### src/rtl/mem_port_arbiter_pkg.sv
// Shared types and default widths for the core_l0 memory-port arbiter.
// Contents:
//   owner_e      - which requester owns the outstanding transaction
//   arb_state_e  - arbiter FSM states
//   GNT_IF/GNT_LS- bit positions inside the one-hot grant vector
//   *_DEF        - default parameter values
package core_l0_pkg;

    localparam int unsigned ADDR_W_DEF     = 32;
    localparam int unsigned DATA_W_DEF     = 32;
    localparam int unsigned STARVE_MAX_DEF = 4;

    localparam int unsigned GNT_IF = 0;
    localparam int unsigned GNT_LS = 1;

    typedef enum logic {
        OWN_IF = 1'b0,
        OWN_LS = 1'b1
    } owner_e;

    typedef enum logic {
        ARB_IDLE = 1'b0,
        ARB_WAIT = 1'b1
    } arb_state_e;

endpackage

### src/rtl/mem_port_arbiter_if.sv
// Bundle of every handshake/bus signal around mem_port_arbiter.
//   if_req_* / if_rsp_*  instruction-fetch request (read-only) and response
//   ls_req_* / ls_rsp_*  load/store request and completion
//   mem_*                single unified memory port
//   busy                 transaction outstanding
// Modports:
//   slave  - the arbiter's view (takes requests and memory completions)
//   master - the surrounding core/memory view
interface mem_port_arbiter_if
    import core_l0_pkg::*;
#(
    parameter int unsigned ADDR_W = ADDR_W_DEF,
    parameter int unsigned DATA_W = DATA_W_DEF
);

    logic                  if_req_valid;
    logic                  if_req_ready;
    logic [ADDR_W-1:0]     if_req_addr;
    logic                  if_rsp_valid;
    logic [DATA_W-1:0]     if_rsp_rdata;

    logic                  ls_req_valid;
    logic                  ls_req_ready;
    logic [ADDR_W-1:0]     ls_req_addr;
    logic                  ls_req_we;
    logic [DATA_W-1:0]     ls_req_wdata;
    logic [DATA_W/8-1:0]   ls_req_wstrb;
    logic                  ls_rsp_valid;
    logic [DATA_W-1:0]     ls_rsp_rdata;

    logic                  mem_req;
    logic [ADDR_W-1:0]     mem_addr;
    logic                  mem_we;
    logic [DATA_W-1:0]     mem_wdata;
    logic [DATA_W/8-1:0]   mem_wstrb;
    logic                  mem_rvalid;
    logic [DATA_W-1:0]     mem_rdata;

    logic                  busy;

    modport slave (
        input  if_req_valid, if_req_addr,
        input  ls_req_valid, ls_req_addr, ls_req_we, ls_req_wdata, ls_req_wstrb,
        input  mem_rvalid, mem_rdata,
        output if_req_ready, if_rsp_valid, if_rsp_rdata,
        output ls_req_ready, ls_rsp_valid, ls_rsp_rdata,
        output mem_req, mem_addr, mem_we, mem_wdata, mem_wstrb,
        output busy
    );

    modport master (
        output if_req_valid, if_req_addr,
        output ls_req_valid, ls_req_addr, ls_req_we, ls_req_wdata, ls_req_wstrb,
        output mem_rvalid, mem_rdata,
        input  if_req_ready, if_rsp_valid, if_rsp_rdata,
        input  ls_req_ready, ls_rsp_valid, ls_rsp_rdata,
        input  mem_req, mem_addr, mem_we, mem_wdata, mem_wstrb,
        input  busy
    );

endinterface

### src/rtl/mem_port_arbiter_arb_pick.sv
// arb_pick: combinational two-way pick between IF and LS.
// Ports:
//   if_valid, ls_valid  request valids
//   starve              IF has lost STARVE_MAX times in a row (default build)
//   last_owner          owner of the previous grant (round-robin build)
//   grant[1:0]          one-hot grant, bit GNT_IF / GNT_LS; zero when idle
// Macro MEM_PORT_ARBITER_RR_EN selects round-robin instead of LS priority
// with starvation override.
module arb_pick
    import core_l0_pkg::*;
(
    input  logic       if_valid,
    input  logic       ls_valid,
`ifdef MEM_PORT_ARBITER_RR_EN
    input  owner_e     last_owner,
`else
    input  logic       starve,
`endif
    output logic [1:0] grant
);

    always_comb begin
        grant = '0;
`ifdef MEM_PORT_ARBITER_RR_EN
        if (if_valid && ls_valid) begin
            // On conflict the side that did not win last time goes first.
            if (last_owner == OWN_LS) grant[GNT_IF] = 1'b1;
            else                      grant[GNT_LS] = 1'b1;
        end else begin
            grant[GNT_IF] = if_valid;
            grant[GNT_LS] = ls_valid;
        end
`else
        if (ls_valid && !(starve && if_valid)) grant[GNT_LS] = 1'b1;
        else if (if_valid)                     grant[GNT_IF] = 1'b1;
`endif
    end

endmodule

### src/rtl/mem_port_arbiter.sv
// mem_port_arbiter: shares the core_l0 unified memory port between the
// instruction-fetch (IF) and load/store (LS) requesters, one transaction
// outstanding at a time, routing each completion back to its issuer.
// Ports:
//   clk    core clock, rising edge
//   rst_n  asynchronous active-low reset
//   bus    mem_port_arbiter_if.slave: IF/LS request+response, memory port, busy
// Macro MEM_PORT_ARBITER_RR_EN: round-robin arbitration (no starvation counter).
module mem_port_arbiter
    import core_l0_pkg::*;
#(
    parameter int unsigned ADDR_W     = ADDR_W_DEF,
    parameter int unsigned DATA_W     = DATA_W_DEF,
    parameter int unsigned STARVE_MAX = STARVE_MAX_DEF
) (
    input  logic              clk,
    input  logic              rst_n,
    mem_port_arbiter_if.slave bus
);

    localparam int unsigned STRB_W = DATA_W / 8;

    arb_state_e          state;
    owner_e              owner;
    logic [1:0]          grant;
    logic                mem_req_q;
    logic                mem_we_q;
    logic [ADDR_W-1:0]   mem_addr_q;
    logic [DATA_W-1:0]   mem_wdata_q;
    logic [STRB_W-1:0]   mem_wstrb_q;
    logic                busy_q;
    logic                if_rsp_valid_q;
    logic                ls_rsp_valid_q;
    logic [DATA_W-1:0]   if_rsp_rdata_q;
    logic [DATA_W-1:0]   ls_rsp_rdata_q;
    logic                arb_open;

`ifdef MEM_PORT_ARBITER_RR_EN
    owner_e last_owner;

    arb_pick u_arb_pick (
        .if_valid   (bus.if_req_valid),
        .ls_valid   (bus.ls_req_valid),
        .last_owner (last_owner),
        .grant      (grant)
    );
`else
    localparam logic [3:0] STARVE_LIM = 4'(STARVE_MAX);

    logic [3:0] starve_cnt;
    logic       starve;

    assign starve = (starve_cnt == STARVE_LIM);

    arb_pick u_arb_pick (
        .if_valid (bus.if_req_valid),
        .ls_valid (bus.ls_req_valid),
        .starve   (starve),
        .grant    (grant)
    );
`endif

    // Arbitration only while idle and out of reset; ready is the grant itself.
    assign arb_open         = rst_n && (state == ARB_IDLE);
    assign bus.if_req_ready = arb_open && grant[GNT_IF];
    assign bus.ls_req_ready = arb_open && grant[GNT_LS];

    assign bus.mem_req      = mem_req_q;
    assign bus.mem_addr     = mem_addr_q;
    assign bus.mem_we       = mem_we_q;
    assign bus.mem_wdata    = mem_wdata_q;
    assign bus.mem_wstrb    = mem_wstrb_q;
    assign bus.busy         = busy_q;
    assign bus.if_rsp_valid = if_rsp_valid_q;
    assign bus.if_rsp_rdata = if_rsp_rdata_q;
    assign bus.ls_rsp_valid = ls_rsp_valid_q;
    assign bus.ls_rsp_rdata = ls_rsp_rdata_q;

    always_ff @(posedge clk or negedge rst_n) begin
        if (!rst_n) begin
            state          <= ARB_IDLE;
            owner          <= OWN_IF;
            mem_req_q      <= 1'b0;
            mem_we_q       <= 1'b0;
            mem_addr_q     <= '0;
            mem_wdata_q    <= '0;
            mem_wstrb_q    <= '0;
            busy_q         <= 1'b0;
            if_rsp_valid_q <= 1'b0;
            ls_rsp_valid_q <= 1'b0;
            if_rsp_rdata_q <= '0;
            ls_rsp_rdata_q <= '0;
`ifdef MEM_PORT_ARBITER_RR_EN
            last_owner     <= OWN_IF;
`else
            starve_cnt     <= '0;
`endif
        end else begin
            mem_req_q      <= 1'b0;
            if_rsp_valid_q <= 1'b0;
            ls_rsp_valid_q <= 1'b0;
            case (state)
                ARB_IDLE: begin
                    if (grant[GNT_LS]) begin
                        mem_addr_q  <= bus.ls_req_addr;
                        mem_we_q    <= bus.ls_req_we;
                        mem_wdata_q <= bus.ls_req_wdata;
                        mem_wstrb_q <= bus.ls_req_wstrb;
                        mem_req_q   <= 1'b1;
                        busy_q      <= 1'b1;
                        owner       <= OWN_LS;
                        state       <= ARB_WAIT;
`ifdef MEM_PORT_ARBITER_RR_EN
                        last_owner  <= OWN_LS;
`else
                        // Only count losses that IF actually suffered.
                        if (bus.if_req_valid && !starve)
                            starve_cnt <= starve_cnt + 4'd1;
`endif
                    end else if (grant[GNT_IF]) begin
                        mem_addr_q  <= bus.if_req_addr;
                        mem_we_q    <= 1'b0;
                        mem_wdata_q <= '0;
                        mem_wstrb_q <= '0;
                        mem_req_q   <= 1'b1;
                        busy_q      <= 1'b1;
                        owner       <= OWN_IF;
                        state       <= ARB_WAIT;
`ifdef MEM_PORT_ARBITER_RR_EN
                        last_owner  <= OWN_IF;
`else
                        starve_cnt  <= '0;
`endif
                    end
`ifndef SYNTHESIS
                    if (bus.mem_rvalid)
                        $warning("mem_port_arbiter: mem_rvalid with nothing outstanding, ignored");
`endif
                end
                ARB_WAIT: begin
                    if (bus.mem_rvalid) begin
                        state  <= ARB_IDLE;
                        busy_q <= 1'b0;
                        if (owner == OWN_IF) begin
                            if_rsp_valid_q <= 1'b1;
                            if_rsp_rdata_q <= bus.mem_rdata;
                        end else begin
                            ls_rsp_valid_q <= 1'b1;
                            // mem_we_q still describes the outstanding transaction.
                            ls_rsp_rdata_q <= mem_we_q ? '0 : bus.mem_rdata;
                        end
                    end
                end
            endcase
        end
    end

endmodule
### src/flat_wrapper.sv
// flat-port wrapper written by rule: the top's interface ports become plain ports
module mem_port_arbiter_flat import core_l0_pkg::*;
#(
    parameter int unsigned ADDR_W     = ADDR_W_DEF,
    parameter int unsigned DATA_W     = DATA_W_DEF,
    parameter int unsigned STARVE_MAX = STARVE_MAX_DEF
)
  (clk, rst_n, bus_if_req_valid, bus_if_req_addr, bus_ls_req_valid, bus_ls_req_addr, bus_ls_req_we, bus_ls_req_wdata, bus_ls_req_wstrb, bus_mem_rvalid, bus_mem_rdata, bus_if_req_ready, bus_if_rsp_valid, bus_if_rsp_rdata, bus_ls_req_ready, bus_ls_rsp_valid, bus_ls_rsp_rdata, bus_mem_req, bus_mem_addr, bus_mem_we, bus_mem_wdata, bus_mem_wstrb, bus_busy);
  mem_port_arbiter_if #(.ADDR_W(ADDR_W), .DATA_W(DATA_W)) bus_i ();
  input  logic clk;
  input  logic rst_n;
  input wire logic [$bits(bus_i.if_req_valid)-1:0] bus_if_req_valid;
  input wire logic [$bits(bus_i.if_req_addr)-1:0] bus_if_req_addr;
  input wire logic [$bits(bus_i.ls_req_valid)-1:0] bus_ls_req_valid;
  input wire logic [$bits(bus_i.ls_req_addr)-1:0] bus_ls_req_addr;
  input wire logic [$bits(bus_i.ls_req_we)-1:0] bus_ls_req_we;
  input wire logic [$bits(bus_i.ls_req_wdata)-1:0] bus_ls_req_wdata;
  input wire logic [$bits(bus_i.ls_req_wstrb)-1:0] bus_ls_req_wstrb;
  input wire logic [$bits(bus_i.mem_rvalid)-1:0] bus_mem_rvalid;
  input wire logic [$bits(bus_i.mem_rdata)-1:0] bus_mem_rdata;
  output wire logic [$bits(bus_i.if_req_ready)-1:0] bus_if_req_ready;
  output wire logic [$bits(bus_i.if_rsp_valid)-1:0] bus_if_rsp_valid;
  output wire logic [$bits(bus_i.if_rsp_rdata)-1:0] bus_if_rsp_rdata;
  output wire logic [$bits(bus_i.ls_req_ready)-1:0] bus_ls_req_ready;
  output wire logic [$bits(bus_i.ls_rsp_valid)-1:0] bus_ls_rsp_valid;
  output wire logic [$bits(bus_i.ls_rsp_rdata)-1:0] bus_ls_rsp_rdata;
  output wire logic [$bits(bus_i.mem_req)-1:0] bus_mem_req;
  output wire logic [$bits(bus_i.mem_addr)-1:0] bus_mem_addr;
  output wire logic [$bits(bus_i.mem_we)-1:0] bus_mem_we;
  output wire logic [$bits(bus_i.mem_wdata)-1:0] bus_mem_wdata;
  output wire logic [$bits(bus_i.mem_wstrb)-1:0] bus_mem_wstrb;
  output wire logic [$bits(bus_i.busy)-1:0] bus_busy;
  assign bus_i.if_req_valid = bus_if_req_valid;
  assign bus_i.if_req_addr = bus_if_req_addr;
  assign bus_i.ls_req_valid = bus_ls_req_valid;
  assign bus_i.ls_req_addr = bus_ls_req_addr;
  assign bus_i.ls_req_we = bus_ls_req_we;
  assign bus_i.ls_req_wdata = bus_ls_req_wdata;
  assign bus_i.ls_req_wstrb = bus_ls_req_wstrb;
  assign bus_i.mem_rvalid = bus_mem_rvalid;
  assign bus_i.mem_rdata = bus_mem_rdata;
  assign bus_if_req_ready = bus_i.if_req_ready;
  assign bus_if_rsp_valid = bus_i.if_rsp_valid;
  assign bus_if_rsp_rdata = bus_i.if_rsp_rdata;
  assign bus_ls_req_ready = bus_i.ls_req_ready;
  assign bus_ls_rsp_valid = bus_i.ls_rsp_valid;
  assign bus_ls_rsp_rdata = bus_i.ls_rsp_rdata;
  assign bus_mem_req = bus_i.mem_req;
  assign bus_mem_addr = bus_i.mem_addr;
  assign bus_mem_we = bus_i.mem_we;
  assign bus_mem_wdata = bus_i.mem_wdata;
  assign bus_mem_wstrb = bus_i.mem_wstrb;
  assign bus_busy = bus_i.busy;
  mem_port_arbiter #(.ADDR_W(ADDR_W), .DATA_W(DATA_W), .STARVE_MAX(STARVE_MAX)) u_core (.clk(clk), .rst_n(rst_n), .bus(bus_i));
endmodule
### config.mk
export PLATFORM = sky130hd
export DESIGN_NAME = mem_port_arbiter_flat
export DESIGN_NICKNAME = d
export VERILOG_FILES = /design/src/rtl/mem_port_arbiter_pkg.sv /design/src/rtl/mem_port_arbiter_if.sv /design/src/rtl/mem_port_arbiter_arb_pick.sv /design/src/rtl/mem_port_arbiter.sv /design/src/flat_wrapper.sv
export SDC_FILE = /design/constraint.sdc
export NUM_CORES = 1
export LEC_CHECK = 0
export ABC_AREA = 0
export CAP_MARGIN = 0
export CORE_ASPECT_RATIO = 1.4
export CORE_MARGIN = 8
export CORE_UTILIZATION = 41
export CTS_CLUSTER_SIZE = 40
export DETAILED_ROUTE_END_ITERATION = 6
export DONT_BUFFER_PORTS = 1
export PLACE_DENSITY_LB_ADDON = 0.3
export SLEW_MARGIN = 20
export SYNTH_ARGS = -nofsm -noshare
export SYNTH_HDL_FRONTEND = slang
export SYNTH_SLANG_ARGS = --single-unit
### constraint.sdc
create_clock -name clk -period 2.2 [get_ports clk]
set_input_delay 0.11 -clock clk [delete_from_list [all_inputs] [get_ports clk]]
set_output_delay 0.11 -clock clk [all_outputs]
set_load 0.02 [all_outputs]
---- Word-level counts from Yosys, hierarchy flattened ----
Index checks and enable logic that the tools add are counted.
Widths: inputs -> output; s select.
word-level totals
  register bits ........................... 143
  output and inout bits ................... 139
  bits of input ports ..................... 138
  word-level logic and storage cells ...... 64
cells by class
  multiplexer cells ....................... 30
  eq/ne operators ......................... 4
  add/sub/neg operators ................... 1
  bitwise gates (word level) .............. 2
  reduce and logical (&&, ||, !) cells .... 14
operators by type and width
  operator             count
  $mux 32              5
  $mux 1               19
  $mux 4               4
  $reduce_and 3->1     3
  $logic_and 1x1->1    6
  $add 4x1->4 const B  1
  $eq 4x3->1 const B   1
  $ne 2x2->1 const B   2
  $pmux 1 s2           2
  $reduce_and 2->1     2
  $ne 3x1->1 const B   1
  $logic_not 1->1      2
  $not 1->1            2
  $reduce_bool 2->1    1

---- Depth between registers and ports, before layout ----
Gate-level depths: netlist of run 1.
  depth in word-level cells ............... 8
  mapped depth ............................ 7
  depth with buffers taken out ............ 5

---- Hierarchy ----
From an unflattened synthesis of run 1, not the netlist that was laid out.
unflattened totals
  cell total of the unflattened synthesis .. 557
  area, all modules ....................... 6038.3 sq um
modules (own cells, without submodules)
  module            seq. area each (sq um)  times used  area each (sq um)  cells each
  mem_port_arbiter  3578.4                  1           6019.5             554
  arb_pick          0.0                     1           18.8               3

---- Worst setup path before layout of run 1 ----
OpenSTA, ideal clock, no wires.
  path type ............................... register to output
  start ................................... reg u_core.starve_cnt[0]
  end ..................................... out bus_ls_req_ready
  cell stages (with the launch flop) ...... 8
  data required time ...................... 2.090 ns
  arrival ................................. 1.549 ns
  buffers on the path ..................... 2
  slack ................................... 0.541 ns
  cell sequence ........................... dfrtp_1 inv_1 ha_1 and4b_1 nor3_2 buf_4 buf_4 and2_1
between the ends
  longest elaborated chain between the ends .. 6
RTL lines
  element                   RTL line                         text
  start: declaration        mem_port_arbiter.sv:50           logic [3:0] starve_cnt;
  start signal: assignment  mem_port_arbiter.sv:118          starve_cnt <= starve_cnt + 4'd1;
  $eq 4x3->1                mem_port_arbiter.sv:53           assign starve = (starve_cnt == STARVE_LIM);
  $logic_and 1x1->1         mem_port_arbiter_arb_pick.sv:34  if (ls_valid && !(starve && if_valid)) grant[GNT_LS] = 1'b1;
  $logic_not 1->1           mem_port_arbiter_arb_pick.sv:34
  $logic_and 1x1->1         mem_port_arbiter_arb_pick.sv:34
  $mux 1                    mem_port_arbiter_arb_pick.sv:34
  $logic_and 1x1->1         mem_port_arbiter.sv:66           assign bus.ls_req_ready = arb_open && grant[GNT_LS];
  end: declaration          flat_wrapper.sv:24               output wire logic [$bits(bus_i.ls_req_ready)-1:0] bus_ls_req_ready;
No other way between the ends.

---- Final worst setup path of run 1 ----
Ends and elaborated chain as after synthesis.

==> results of run 1 <==
## state kept, by name, indices dropped and copies added, names as in the netlist
name	cells
u_core.bus.ls_rsp_rdata	32
u_core.bus.busy	1
u_core.owner	1
u_core.bus.ls_rsp_valid	1
u_core.bus.mem_wstrb	4
u_core.bus.mem_we	1
u_core.bus.if_rsp_valid	1
u_core.bus.mem_req	1
u_core.bus.mem_addr	32
u_core.starve_cnt	4
u_core.bus.mem_wdata	32
u_core.bus.if_rsp_rdata	32
u_core.state	1
## cells in the mapped netlist (2+ instances only)
cell type / count / area, sq um
dfrtp_1: 143 / 3580
inv_1: 7 / 26.3
mux2_2: 3 / 33.8
nand2_1: 40 / 150
buf_2: 14 / 70.1
a31oi_1: 32 / 200
nor2_1: 32 / 120
nand2b_1: 33 / 206
buf_6: 3 / 33.8
a22o_1: 37 / 324
o21ai_0: 67 / 335
clkbuf_1: 21 / 78.8
mux2_4: 29 / 435
nand3_1: 3 / 15.0
a21oi_1: 32 / 160
ha_1: 2 / 25.0
buf_4: 2 / 15.0
## logic make-up after synthesis
logic type	after synthesis
AOI/OAI and AO/OA	172
adders and majority gates	2
buffers and inverters	49
DFF	143
muxes	33
and+or+nand+nor	117
## how the worst max path moves through the flow
| stage | from | end | cells past startpoint |
|---|---|---|---|
| floorplan | u_core.starve_cnt[0] | bus_ls_req_ready | 7 |
| global placement | u_core.starve_cnt[0] | bus_ls_req_ready | 5 |
| detailed placement | u_core.starve_cnt[0] | u_core.bus.mem_wdata[29] | 6 |
| CTS | u_core.starve_cnt[0] | bus_ls_req_ready | 5 |
| global route | u_core.starve_cnt[0] | bus_ls_req_ready | 5 |
| finish | u_core.starve_cnt[0] | bus_ls_req_ready | 5 |
## through the flow
step	setup WS, ps	utilization	instance area (sq um)
after floorplan	541	-	5920
after global placement	470	0.427	6120
after detailed placement	396	0.427	6120
after CTS	259	0.568	8130
after global routing	146	0.568	8130
final	299	0.568	8130
## report_power, final
| part | total (W) | leakage, nW | switching (W) | internal (W) |
|---|---|---|---|---|
| registers | 0.00606 | 1.74 | 0.00233 | 0.00373 |
| clock network | 0.00300 | 0.303 | 0.00116 | 0.00185 |
| logic | 0.00236 | 1.62 | 0.00107 | 0.00128 |
## layout make-up
| type | count | share of cell area |
|---|---|---|
| clock buffer | 19 | 0.0545 |
| tap | 189 | 0.0291 |
| clock inverter | 13 | 0.0219 |
| inverter | 8 | 0.00385 |
| antenna | 1 | 0.000308 |
| sequential | 143 | 0.440 |
| multi-input combinational | 324 | 0.263 |
| timing repair buffer | 151 | 0.187 |
## what timing repair did
action                                  CTS  global route
buffers inserted                          1             0
endpoints found under the setup margin    1             0
hold endpoints to repair                282           143
## routing by layer
layer  vias up  GRT usage  share of wire
met5         -          0              0
met4         0     0.0747          0.018
met3        27     0.0882           0.11
met2       265      0.334           0.52
met1      2281      0.209           0.35
li1       2076          -              -
==> run_results.csv, run 1 <==
group,metric,value,unit
flow_run,cap_violations,0,
timing,relSlewSlack,0.550,
synth,synth_top_family_by_area,"compound AO/OA/AOI/OAI gates",
placed_design,post-dp-hpwl,11.5,mm
clocking,clockBufferDepth,2,
power,leakage,3.66,nW
cells_and_area,fillCellCount,1124,
cells_and_area,regArea,3580,sq um
synth,ys_async_sr_fraction,1.00,
floorplanning,dieArea,18600,sq um
critical_path,crit_chain,"inv_1 > ha_1 > and4b_1 > nor3_4 > and2_1",
floorplanning,coreArea,14300,sq um
routing,drtIter0Drc,409,
critical_path,worst_setup_path_start_kind,"flip-flop",
clocking,cts_root_buffer,"clkbuf_16",
clocking,cts_tree,"done",
clocking,h-tree-depth,4,
placed_design,io_buffers,0,
critical_path,reg2reg_depth,5,
synth,ys_ff_latch,143,
timing,drv_slew,0,
status,status,"finished, violations left",
timing,layout_min_cycle_time,1900,ps
critical_path,crit_path_top_delay_cell,"dfrtp_1",
synth,synth_edf_count,0,
critical_path,arrival,1790,ps
synth,syn_nets,656,
timing,tightest_slew,673,ps
cells_and_area,fin_nets,785,
status,violations,"negative hold slack",
clocking,cts_made_buffers,17,
floorplanning,io_pins,277,
synth,yosysSeqAreaShare,0.604,
critical_path,critPathBufInv,1,
synth,ys_warn_count,0,
routing,vias,4649,
placed_design,gp_congestion,0.791,
placed_design,dp_cells,677,
critical_path,slowest_delay,400,ps
critical_path,end_kind,"output pin",
synth,netlist_instances,516,
critical_path,crit_type,"reg2out",
routing,vias_per_cell,5.48,
routing,drt_pass1_iterations,5,
synth,synth_mux_area_frac,0.0809,
clocking,hold_buffers,137,
power,power.total,0.0114,W
timing,whs,-602,ps
synth,yosys.area_share.simple,0.0944,
routing,ant_nets,0,
timing,fin_setup_tns,0,ps
routing,postRouteWirelength,18.2,mm
timing,rsz0062_at_grt,"false",
cells_and_area,multi_input_area,2140,sq um
timing,fmax,526,MHz
timing,setup_viol,0,
min_path,hold_path.class,"in2async",
cells_and_area,final_common_cell,"dfrtp_1",
timing,min_period_over_period,0.864,
global_route,grt_pass1_wl,28.8,mm
synth,synth_fa_ha_area_frac,0.00422,
critical_path,critical_path.top_delay_family,"simple AND/OR/NAND/NOR gates",
floorplanning,fp.dieH,158,um
critical_path,crit_required,2090,ps
global_route,grt_pass1_vias,5108,
synth,synth_top_flop_cell,"dfrtp_1",
synth,synth-xor-area-share,0,
timing,clock-skew-final,9.70,ps
cells_and_area,final_cell_mix,"143 x dfrtp_1, 136 x dlygate4sd3_1, 67 x o21ai_0",
clocking,cts_resized,0,
cells_and_area,stdcell_count,848,
cells_and_area,synthToLayoutAreaGrowth,37.2,%
global_route,grt.total_usage,0.195,
floorplanning,num_rows,52,
floorplanning,initial_core_util,0.414,
synth,syn_area,5920,sq um
synth,synth_cell_types,33,
global_route,antenna_found_initial,1,
critical_path,rr_startpoint,"u_core.state",
synth,synth-compound-area-share,0.177,
routing,drc,0,
floorplanning,die_width,118,um
critical_path,reg2reg_to,"u_core.bus.mem_addr[4]",
critical_path,cp_max_fo,5,
global_route,grt-ovfl-total,0,
clocking,clk_latency,400,ps
cells_and_area,drive_above_1_share,0.126,
timing,hold_viol,143,
global_route,grt_max_degree,146,
power,powerDensity,1400,nW/um^2
synth,synth_area_per_cell,11.5,sq um
routing,wl_per_cell,21.5,um
clocking,clkTransAtPathRegs,60,ps
critical_path,r2r_setup_slack,410,ps
power,ir_drop,560,uV
clocking,numClockSinks,143,
Power figures use the tool's default switching activity.
==> run 2, diff against run 1 <==
- RECOVER_POWER: default -> 100
- clock period: 2.2 -> 2.5 ns (I/O delays scaled with it)
==> run 2 against run 1 <==
  * The flow still finishes with violations (negative hold slack)
  * Sequential power down 12%
  * Register-to-register slack worse by 240 ps
  * Hold slack better by 16 ps
  * Via count up 0.13%
  * Setup slack worse by 120 ps
  * Clock power down 14%
  * Non-clock buffer count down 2
  * Die area unchanged
  * Clock skew up 0.77 ps
  * Critical path type is now reg2reg
  * Largest cell class unchanged
  * Largest power group unchanged
==> run_results.csv, run 2 (same netlist as run 1, synthesis figures left out) <==
group,metric,value,unit
status,violations,"negative hold slack",
routing,drc,0,
global_route,grt_max_degree,146,
status,status,"finished, violations left",
timing,worst_slack,174,ps
critical_path,cp_max_fo,32,
critical_path,crit_required,2790,ps
timing,fin_setup_tns,0,ps
placed_design,io_buffers,0,
timing,layout_min_cycle_time,2330,ps
routing,drt_pass1_iterations,4,
routing,wl_per_cell,21.5,um
routing,drtIter0Drc,349,
floorplanning,num_rows,52,
flow_run,cap_violations,0,
clocking,clk_latency,400,ps
clocking,cts_setup_buffers,0,
critical_path,end_kind,"flip-flop",
min_path,hold_path.class,"in2async",
critical_path,crit_type,"reg2reg",
routing,postRouteWirelength,18.1,mm
clocking,numClockSinks,143,
cells_and_area,final_cell_mix,"143 x dfrtp_1, 137 x dlygate4sd3_1, 67 x o21ai_0",
routing,vias_per_cell,5.51,
timing,hold_viol,143,
timing,setup_viol,0,
clocking,hold_buffers,137,
clocking,cts_tree,"done",
global_route,grt_pass1_vias,5039,
timing,whs,-586,ps
timing,fmax,430,MHz
placed_design,post-dp-hpwl,11.8,mm
clocking,cts_resized,0,
timing,min_period_over_period,0.931,
power,ir_drop,509,uV
global_route,grt-ovfl-total,0,
cells_and_area,synthToLayoutAreaGrowth,34.0,%
clocking,cts_made_buffers,17,
floorplanning,fp.dieH,158,um
placed_design,place_ws,738,ps
clocking,clkTransAtPathRegs,60,ps
cells_and_area,antenna_cells,0,
critical_path,rr_startpoint,"u_core.state",
cells_and_area,fillCellCount,1190,
global_route,grt.total_usage,0.194,
placed_design,gp_congestion,0.843,
timing,drv_slew,0,
timing,clock-skew-final,10.5,ps
cells_and_area,fin_nets,783,
cells_and_area,stdcell_count,845,
critical_path,slowest_delay,570,ps
floorplanning,io_pins,277,
global_route,antenna_found_initial,0,
cells_and_area,drive_above_1_share,0.0793,
cells_and_area,final_common_cell,"dfrtp_1",
floorplanning,die_width,118,um
floorplanning,initial_core_util,0.414,
timing,rsz0062_at_grt,"false",
power,powerDensity,1260,nW/um^2
global_route,grt_pass1_wl,28.7,mm
clocking,h-tree-depth,4,
floorplanning,coreArea,14300,sq um
critical_path,critPathBufInv,4,
timing,tightest_slew,960,ps
critical_path,reg2reg_depth,7,
critical_path,crit_path_top_delay_cell,"dlygate4sd3_1",
critical_path,critical_path.top_delay_family,"buffers and inverters",
clocking,cts_root_buffer,"clkbuf_16",
placed_design,dp_cells,676,
floorplanning,dieArea,18600,sq um
cells_and_area,fin_util,0.555,
critical_path,crit_chain,"buf_4 > o21bai_4 > inv_1 > buf_6 > nor2_1 > a21oi_1 > dlygate4sd3_1",
timing,relSlewSlack,0.360,
power,leakage,3.47,nW
routing,ant_nets,0,
critical_path,arrival,2610,ps
critical_path,r2r_setup_slack,170,ps
critical_path,worst_setup_path_start_kind,"flip-flop",
clocking,clockBufferDepth,2,
critical_path,reg2reg_to,"u_core.bus.mem_addr[18]",
routing,vias,4655,
run 2: area by class of cell:
cell class                      count  area, sq um  share of cell area
Tap cell                          189          236              0.0298
Clock inverter                     13          151              0.0191
Timing Repair Buffer              149         1450               0.183
Clock buffer                       19          453              0.0571
Inverter                            8         31.3             0.00394
Sequential cell                   143         3580               0.451
Multi-Input combinational cell    324         2040               0.257
run 2: worst max path at each step:
stage,depth (start not counted),startpoint,to
2_1_floorplan,7,u_core.starve_cnt[0],bus_ls_req_ready
3_3_place_gp,6,u_core.starve_cnt[0],bus_ls_req_ready
3_5_place_dp,6,u_core.starve_cnt[0],bus_ls_req_ready
4_1_cts,7,u_core.state,u_core.bus.mem_addr[7]
5_1_grt,5,u_core.state,u_core.bus.ls_rsp_rdata[30]
6_report,7,u_core.state,u_core.bus.mem_addr[18]
run 2: power by group:
| part | total, W | switching, W | internal, W |
|---|---|---|---|
| Sequential | 0.00536 | 0.00208 | 0.00328 |
| Clock | 0.00257 | 0.00103 | 0.00154 |
| Combinational | 0.00206 | 0.000925 | 0.00113 |
run 2: per-stage QoR:
stage / hold WS, ps / total power, W / cell area (sq um)
2_1_floorplan: -171 / 0.00654 / 5920
6_report: -586 / 0.00999 / 7940
5_1_grt: -618 / 0.0105 / 7940
3_5_place_dp: -166 / 0.00723 / 6100
4_1_cts: -604 / 0.0103 / 8070
3_3_place_gp: -166 / 0.00712 / 6100
run 2: layer usage:
| layer | GRT usage | share of wire |
|---|---|---|
| met2 | 0.334 | 0.52 |
| met5 | 0 | 0 |
| met1 | 0.207 | 0.36 |
| met3 | 0.0846 | 0.11 |
| met4 | 0.0734 | 0.023 |
==> run 3, diff against run 2 <==
- CORE_MARGIN: 8 -> 4
- SETUP_SLACK_MARGIN: default -> 0.05
==> run 3 against run 2 <==
  * The flow still finishes with violations (negative hold slack)
  * Combinational power decreased by 2%
  * Clock skew rose by 1.4 ps
  * Highest routed layer unchanged
  * Largest power group unchanged
  * Fmax is 1.2% higher
  * Non-clock buffer count decreased by 4
  * Register-to-register slack better by 80 ps
  * Sequential cell count stayed put
  * Utilization rose by 0.39 points
  * Hold slack gained 3.1 ps
  * Critical path depth decreased by 1
  * Largest cell class unchanged
  * Die area is 12% lower
==> run_results.csv, run 3 (same netlist as run 1, synthesis figures left out) <==
group,metric,value,unit
flow_run,cap_violations,0,
floorplanning,io_pins,277,
floorplanning,dieArea,16500,sq um
power,powerDensity,1230,nW/um^2
floorplanning,initial_core_util,0.422,
timing,whs,-583,ps
clocking,numClockSinks,143,
power,leakage,3.41,nW
cells_and_area,synthToLayoutAreaGrowth,32.3,%
critical_path,cp_max_fo,39,
cells_and_area,drive_above_1_share,0.0721,
timing,rsz0062_at_grt,"false",
floorplanning,fp.dieH,150,um
status,violations,"negative hold slack",
floorplanning,coreArea,14000,sq um
timing,fmax,435,MHz
critical_path,reg2reg_to,"u_core.bus.mem_addr[25]",
routing,vias_per_cell,5.44,
clocking,h-tree-depth,4,
critical_path,crit_required,2380,ps
placed_design,gp_congestion,0.753,
routing,drt_pass1_iterations,5,
timing,fin_setup_tns,0,ps
critical_path,worst_setup_path_start_kind,"flip-flop",
cells_and_area,antenna_cells,0,
clocking,hold_buffers,136,
routing,drtIter0Drc,257,
routing,vias,4552,
clocking,clockBufferDepth,2,
timing,layout_min_cycle_time,2300,ps
routing,wl_per_cell,19.9,um
critical_path,rr_startpoint,"u_core.state",
routing,ant_nets,0,
power,power.total,0.00967,W
placed_design,io_buffers,0,
global_route,grt-ovfl-total,0,
critical_path,crit_type,"reg2out",
global_route,grt_max_degree,146,
clocking,cts_made_buffers,17,
timing,setup_viol,0,
cells_and_area,final_common_cell,"dfrtp_1",
global_route,grt_pass1_wl,25.7,mm
timing,tightest_slew,987,ps
clocking,cts_tree,"done",
timing,min_period_over_period,0.919,
cells_and_area,final_cell_mix,"143 x dfrtp_1, 136 x dlygate4sd3_1, 67 x o21ai_0",
floorplanning,num_rows,51,
power,ir_drop,482,uV
critical_path,r2r_setup_slack,250,ps
clocking,clkTransAtPathRegs,60,ps
floorplanning,die_width,110,um
routing,postRouteWirelength,16.6,mm
placed_design,post-dp-hpwl,10.4,mm
critical_path,end_kind,"output pin",
clocking,clk_latency,400,ps
critical_path,arrival,2170,ps
status,status,"finished, violations left",
routing,drc,0,
critical_path,reg2reg_depth,7,
clocking,cts_root_buffer,"clkbuf_16",
global_route,grt.total_usage,0.200,
min_path,hold_path.class,"in2async",
timing,clock-skew-final,11.8,ps
cells_and_area,fin_nets,779,
global_route,grt_pass1_vias,4937,
timing,relSlewSlack,0.341,
timing,hold_viol,143,
global_route,antenna_found_initial,0,
timing,drv_slew,0,
run 3: cell types whose count changed in the layout (fill, tap and decap cells not counted), sizes merged:
cell,previous run,this run
clkinv,7,4
inv,11,14
bufinv,2,0
clkbuf,24,22
clkinvlp,1,3
buf,7,6
dlygate4sd3,137,136
run 3: per-layer routing:
metal / GRT usage / vias to the layer above / routed length [um]
met1: 0.227 / 2218 / 6010
met4: 0.0742 / 0 / 314
met3: 0.0592 / 23 / 1560
met2: 0.350 / 247 / 8740
met5: 0 / - / 0
li1: - / 2064 / -
run 3: cell type report:
cell class | count | area (sq um)
Fill cell | 1164 | 6200
Clock buffer | 19 | 443
Multi-Input combinational cell | 324 | 2030
Timing Repair Buffer | 145 | 1420
Tap cell | 185 | 231
Inverter | 8 | 31.3
Clock inverter | 13 | 103
Sequential cell | 143 | 3580
run 3: worst max path at each step:
stage,startpoint,endpoint,slack (ps),cells after the start
final,u_core.starve_cnt[0],bus_ls_req_ready,200,6
after global routing,u_core.starve_cnt[0],bus_ls_req_ready,60,6
after CTS,u_core.starve_cnt[0],bus_ls_req_ready,210,6
after detailed placement,u_core.starve_cnt[0],bus_ls_req_ready,660,6
after global placement,u_core.starve_cnt[0],bus_ls_req_ready,720,6
after floorplan,u_core.starve_cnt[0],bus_ls_req_ready,830,7
run 3: per-stage QoR:
step           hold WS [ps]  worst slack (ps)  cells   util  cell area [sq um]
2_1_floorplan          -171               826    516      -               5920
3_3_place_gp           -168               717    669  0.431               6040
3_5_place_dp           -167               663    669  0.431               6040
4_1_cts                -603               213    837  0.566               7950
5_1_grt                -614              64.8    837  0.558               7840
6_report               -583               201    837  0.558               7840
run 3: what timing repair did:
item	4_1_cts	5_1_grt
setup endpoints to repair	0	0
hold endpoints to repair	282	143
resized for setup	0	0
buffers inserted	0	0
run 3: worst max-delay path: stages (launching register included):
cell and delay, ps:
dfrtp_1 410, inv_1 70, ha_1 220, and4b_1 230
nor3_4 110, buf_4 370, and2_0 360
run 3: report_power, final:
group	switching, W	internal, W
logic	0.000917	0.00111
clock network	0.00101	0.00132
registers	0.00203	0.00328
total	0.00396	0.00571
